### src/rtl/vga_timing_mixer.sv
// VGA raster timing generator with a two-layer colour mixer and a three-stage pixel pipeline.
// Optional white frame border when VGA_MIXER_BORDER_EN is defined.
module vga_timing_mixer #(
  parameter int H_VISIBLE = 640,
  parameter int H_FRONT   = 16,
  parameter int H_SYNC    = 96,
  parameter int H_BACK    = 48,
  parameter int V_VISIBLE = 480,
  parameter int V_FRONT   = 10,
  parameter int V_SYNC    = 2,
  parameter int V_BACK    = 33
) (
  input  logic       clock,
  input  logic       reset_n,
  output logic [9:0] hcount,
  output logic [9:0] vcount,
  output logic       enable,
  output logic       frame_start,
  input  logic [2:0] bg_red,
  input  logic [2:0] bg_green,
  input  logic [1:0] bg_blue,
  input  logic [2:0] fg_red,
  input  logic [2:0] fg_green,
  input  logic [1:0] fg_blue,
  input  logic       fg_layer,
  output logic [2:0] vga_red,
  output logic [2:0] vga_green,
  output logic [1:0] vga_blue,
  output logic       vga_hsync,
  output logic       vga_vsync
);

  localparam int H_TOTAL = H_VISIBLE + H_FRONT + H_SYNC + H_BACK;
  localparam int V_TOTAL = V_VISIBLE + V_FRONT + V_SYNC + V_BACK;

  localparam logic [9:0] H_LAST     = 10'(H_TOTAL - 1);
  localparam logic [9:0] V_LAST     = 10'(V_TOTAL - 1);
  localparam logic [9:0] H_VIS      = 10'(H_VISIBLE);
  localparam logic [9:0] V_VIS      = 10'(V_VISIBLE);
  localparam logic [9:0] HS_START   = 10'(H_VISIBLE + H_FRONT);
  localparam logic [9:0] HS_END     = 10'(H_VISIBLE + H_FRONT + H_SYNC - 1);
  localparam logic [9:0] VS_START   = 10'(V_VISIBLE + V_FRONT);
  localparam logic [9:0] VS_END     = 10'(V_VISIBLE + V_FRONT + V_SYNC - 1);

  // Stage 0: raster counters
  logic [9:0] hcount_q, hcount_d;
  logic [9:0] vcount_q, vcount_d;
  logic       hsync0, vsync0;

  // Stage 1: timing aligned with the layer inputs, which arrive one clock after stage 0
  logic       en1_q, hs1_q, vs1_q;

  // Stage 2: registered outputs
  logic [2:0] red_q, red_d;
  logic [2:0] green_q, green_d;
  logic [1:0] blue_q, blue_d;
  logic       hs2_q, vs2_q;

  always_comb begin
    hcount_d = hcount_q + 10'd1;
    vcount_d = vcount_q;
    if (hcount_q == H_LAST) begin
      hcount_d = '0;
      vcount_d = (vcount_q == V_LAST) ? '0 : vcount_q + 10'd1;
    end
  end

  assign enable      = (hcount_q < H_VIS) && (vcount_q < V_VIS);
  assign frame_start = (hcount_q == '0) && (vcount_q == '0);
  assign hsync0      = !((hcount_q >= HS_START) && (hcount_q <= HS_END));
  assign vsync0      = !((vcount_q >= VS_START) && (vcount_q <= VS_END));

`ifdef VGA_MIXER_BORDER_EN
  logic border0, border1_q;

  assign border0 = enable && ((hcount_q == '0) || (hcount_q == 10'(H_VISIBLE - 1)) ||
                              (vcount_q == '0) || (vcount_q == 10'(V_VISIBLE - 1)));

  always_ff @(posedge clock or negedge reset_n) begin
    if (!reset_n) border1_q <= 1'b0;
    else          border1_q <= border0;
  end
`endif

  // Layer inputs are only looked at while the stage-1 pixel is visible.
  always_comb begin
    red_d   = '0;
    green_d = '0;
    blue_d  = '0;
    if (en1_q) begin
      if (fg_layer) begin
        red_d   = fg_red;
        green_d = fg_green;
        blue_d  = fg_blue;
      end else begin
        red_d   = bg_red;
        green_d = bg_green;
        blue_d  = bg_blue;
      end
    end
`ifdef VGA_MIXER_BORDER_EN
    if (border1_q) begin
      red_d   = 3'b111;
      green_d = 3'b111;
      blue_d  = 2'b11;
    end
`endif
  end

  always_ff @(posedge clock or negedge reset_n) begin
    if (!reset_n) begin
      hcount_q <= '0;
      vcount_q <= '0;
      en1_q    <= 1'b0;
      hs1_q    <= 1'b1;
      vs1_q    <= 1'b1;
      red_q    <= '0;
      green_q  <= '0;
      blue_q   <= '0;
      hs2_q    <= 1'b1;
      vs2_q    <= 1'b1;
    end else begin
      hcount_q <= hcount_d;
      vcount_q <= vcount_d;
      en1_q    <= enable;
      hs1_q    <= hsync0;
      vs1_q    <= vsync0;
      red_q    <= red_d;
      green_q  <= green_d;
      blue_q   <= blue_d;
      hs2_q    <= hs1_q;
      vs2_q    <= vs1_q;
    end
  end

  assign hcount    = hcount_q;
  assign vcount    = vcount_q;
  assign vga_red   = red_q;
  assign vga_green = green_q;
  assign vga_blue  = blue_q;
  assign vga_hsync = hs2_q;
  assign vga_vsync = vs2_q;

endmodule
### config.mk
export PLATFORM = sky130hd
export DESIGN_NAME = vga_timing_mixer
export DESIGN_NICKNAME = d
export VERILOG_FILES = /design/src/rtl/vga_timing_mixer.sv
export SDC_FILE = /design/constraint.sdc
export NUM_CORES = 1
export LEC_CHECK = 0
export BUFFER_PORTS_ARGS = -buffer_cell sky130_fd_sc_hd__buf_2
export CAP_MARGIN = 10
export CORE_ASPECT_RATIO = 1.5
export CORE_MARGIN = 2
export CORE_UTILIZATION = 49
export CTS_CLUSTER_SIZE = 14
export DETAILED_ROUTE_END_ITERATION = 7
export HOLD_SLACK_MARGIN = 0.12
export PLACE_DENSITY_LB_ADDON = 0.1
export SYNTH_ARGS = -nofsm -noshare
export SYNTH_HDL_FRONTEND = slang
export SYNTH_SLANG_ARGS = --single-unit
### constraint.sdc
create_clock -name clock -period 2.9 [get_ports clock]
set_clock_uncertainty 0.15 [all_clocks]
set_input_delay 0.58 -clock clock [delete_from_list [all_inputs] [get_ports clock]]
set_output_delay 0.58 -clock clock [all_outputs]
set_load 0.02 [all_outputs]
## Yosys cells after proc, flatten, opt, wreduce, memory -nomap -nowiden

Index checks and enable logic that the tools add are counted.

- Register bits after elaboration: 33
- Bits of input ports: 19
- Output and inout bits: 32
- Word-level logic and storage cells: 36

- Add/subtract/negate cells: 2
- Magnitude comparators: 6
- Eq/ne operators: 2
- Mux-type cells: 8
- Reductions and logical operators: 8

Operators by type and width:

| kind | number |
|---|---|
| 10-bit by 1-bit adder with 10-bit output, second input constant | 2 |
| 10-bit == test, second input constant | 2 |
| 10-bit zero test | 2 |
| 10-bit 2-to-1 mux | 2 |
| 3-bit 2-to-1 mux | 4 |
| 10-bit >= comparator, second input constant | 1 |
| 10-bit by 9-bit >= comparator with 1-bit output, second input constant | 1 |
| 10-bit <= comparator, second input constant | 1 |
| 10-bit by 9-bit <= comparator with 1-bit output, second input constant | 1 |
| 10-bit < comparator, second input constant | 1 |
| 10-bit by 9-bit < comparator with 1-bit output, second input constant | 1 |
| 1-bit logical AND | 4 |
| 2-bit 2-to-1 mux | 2 |
| 1-bit zero test | 2 |

## Depth between registers and ports, before layout

- Depth in word-level cells: 3
- Mapped depth: 6
- Depth with buffers taken out: 6

## Least setup slack after synthesis

OpenSTA, ideal clock, no wires.

- Path kind: reg2out
- From: reg vcount_q[2] (netlist: vcount[2])
- To: out frame_start
- Arrival time: 1.672 ns
- Required time: 2.170 ns
- Slack: 0.498 ns
- Stages on the path, launching flop included: 5
- Path buffers: 1
- Path through: dfrtp_1 > clkbuf_1 > nor4_1 > nand4_1 > nor4_1

- Cells in the longest elaborated chain, start to end: 2

RTL lines:

| element | line | source |
|---|---|---|
| start: declaration | 47 | `logic [9:0] vcount_q, vcount_d;` |
| start signal: assignment | 124 | `vcount_q <= vcount_d;` |
| 10-bit zero test | 69 | `assign frame_start = (hcount_q == '0) && (vcount_q == '0);` |
| 1-bit logical AND | 69 |  |
| end: declaration | 18 | `output logic frame_start,` |

No other way between the ends.

## Final worst setup path

- From: reg hcount_q[5] (netlist: hcount[5])
- To: out frame_start

- Cells in the longest elaborated chain, start to end: 2

RTL lines:

| element | line | source |
|---|---|---|
| start: declaration | 46 | `logic [9:0] hcount_q, hcount_d;` |
| start signal: assignment | 123 | `hcount_q <= hcount_d;` |
| 10-bit zero test | 69 |  |
| 1-bit logical AND | 69 |  |

No other way between the ends.

==> qor.yml <==
timing:
  post-route-min-period_ns: 2.44
  fin_setup_tns_ns: 0
  max_slew_margin: 0.532
  slew_violations: 0
  hold_viol: 0
  rsz0062_at_grt: "false"
  fmax_mhz: 410
  worstMarginPinSlew_ns: 0.701
  hold_slack_ns: 0.197
  setup_slack_ns: 0.462
  fin_crit_sh: 0.841
  setup-violations-final: 0
setup_path:
  crit_family: "simple AND/OR/NAND/NOR gates"
  crit_top_cell: "nor4_1"
  path_cells: "nor4_1, nand4_1, nor4_1, buf_2"
  cpMaxStageDelayCell: "dfrtp_1"
  worstPathRequired_ns: 2.17
  reg2reg_depth: 5
  end_kind: "output port"
  max_stage_delay_ns: 0.46
  worst-setup-path-type: "flip-flop to output port"
  cp_num_buf_inv: 1
  crit_cells: 4
  arrival_ns: 1.71
  startpoint_type: "flip-flop"
  cp_max_fo: 9
cts:
  clkSlewWorstSetupHoldPaths_ns: 0.06
  post_cts_buffers: 0
  cts_num_sinks: 33
  cts_made_buffers: 5
  cts_buffer_depth: 2
  clkLatencyLatePin_ns: 0.28
  htree_levels: 2
  hold_buffers: 0
  cts_resized: 0
  root_buffer: "clkbuf_8"
  cts_tree: "yes"
place:
  dp_slack_ns: 0.602
  placed_cell_area_um2: 1850
  dp_hpwl_um: 2400
  place_inst: 235
  gp_congestion: 0.893
  io_buffers: 50
yosys:
  ys.flop_type: "dfrtp_1"
  synthArstFlopShare: 1.00
  synth_nets: 173
  syn_inst: 150
  postSynthAreaPerCell_um2: 10.5
  synth_cell_types: 34
  netlist_area_um2: 1580
  ys_seq_area_frac: 0.527
  synth_edf_count: 0
  ys_seq_elements: 33
  yosys_warnings: 0
global_routing:
  grt_pass1_wl_um: 5330
  antenna_found_initial: 0
  grt_max_degree: 34
  grt_pass1_vias: 1206
  gr-total-overflow: 0
  grt_use_total: 0.193
final_layout:
  final_core_util: 0.619
  area_growth_pct: 22.7
  seq_area_um2: 831
  final_cells: 243
  final_area_um2: 1940
  fin_nets: 225
  final_cell_mix: "50 x buf_2, 29 x dfrtp_1, 10 x mux2i_1, 10 x nand3_1, 10 x nand2_1"
  multi_input_area_um2: 688
  final_layout_size_suffix_gt1_frac: 0.335
  fillers: 288
  n_antenna_cell: 0
  final_common_cell: "buf_2"
route:
  drt_iter0_markers: 15
  wire_per_inst_um: 13.2
  drc: 0
  drtPass1Iterations: 4
  vias: 1295
  ant_nets: 0
  wl_um: 3200
  vias_per_cell: 5.33
floorplan:
  core_um2: 3130
  initial_core_util: 0.504
  die_area_um2: 3700
  fp.dieH_um: 73.5
  die_x_um: 50.3
  pin_count: 51
  rows: 25
pwr:
  ir_drop_uv: 308
  power_uw: 847
  p_leak_nw: 0.979
  pwr_density_cell_nw_per_um2: 438
run_status:
  status: "finished clean"
flow_run:
  drv_cap: 0
min_path:
  hp-class: "input port to async pin"
==> registers in the layout (all words and copies together), names as in the netlist <==
signal,count
hcount,10
vcount,10
vga_green,3
vga_red,3
vga_blue,2
en1_q,1
hs1_q,1
vga_hsync,1
vga_vsync,1
vs1_q,1
==> power breakdown <==
| group | total (mW) | switching (mW) | internal, mW |
|---|---|---|---|
| Combinational | 0.0538 | 0.0323 | 0.0215 |
| Sequential | 0.471 | 0.00166 | 0.469 |
| Clock | 0.323 | 0.157 | 0.166 |
| Total | 0.847 | 0.191 | 0.656 |
==> final cells by class <==
class                      instances  share of cell area
clock buffer                       6              0.0375
clock inverter                     2             0.00517
inverter                           7              0.0136
tap                               40              0.0259
timing repair buffer              51               0.133
multi-input combinational        104               0.356
sequential                        33               0.429
==> cell usage after synthesis (3+ instances only) <==
master | number | area (um2)
dfstp_2 | 4 | 105
inv_1 | 7 | 26.3
o21ai_0 | 6 | 30.0
nor3_1 | 4 | 20.0
nand2_1 | 10 | 37.5
nand3_1 | 10 | 50.1
a21oi_1 | 4 | 20.0
nor2b_1 | 9 | 56.3
nand4_1 | 5 | 31.3
and3_2 | 4 | 30.0
ha_1 | 4 | 50.1
nor4_1 | 4 | 25.0
clkbuf_1 | 3 | 11.3
mux2i_1 | 10 | 100
xor2_1 | 6 | 52.6
nor2_1 | 8 | 30.0
dfrtp_1 | 29 | 726
xnor2_1 | 3 | 26.3
==> logic make-up after synthesis <==
kind of cell / after synthesis / synth area share
xor+xnor: 9 / 0.0500
mux: 10 / 0.0634
flops: 33 / 0.527
fa+ha+maj: 4 / 0.0317
compound gates: 15 / 0.0555
simple gates: 66 / 0.236
buf+inv: 13 / 0.0373
==> per-layer routing <==
layer	track usage	routed length, um	vias up
met4	0.120	104	0
met1	0.208	1250	612
li1	-	-	625
met3	0.0386	226	11
met5	0	0	-
met2	0.341	1620	47
==> final timing paths <==
check | start | endpoint | slack, ns
setup / recovery | hcount[5] | frame_start | 0.46
hold / removal | reset_n | vga_green[1] | 0.20
setup reg to reg | hcount[0] | vcount[9] | 0.58
hold reg to reg | hs1_q | vga_hsync | 0.21
max in group asynchronous | reset_n | vga_green[0] | 1.95
min in group clock | hs1_q | vga_hsync | 0.21
Note: power is estimated with default switching activity, not from simulation.
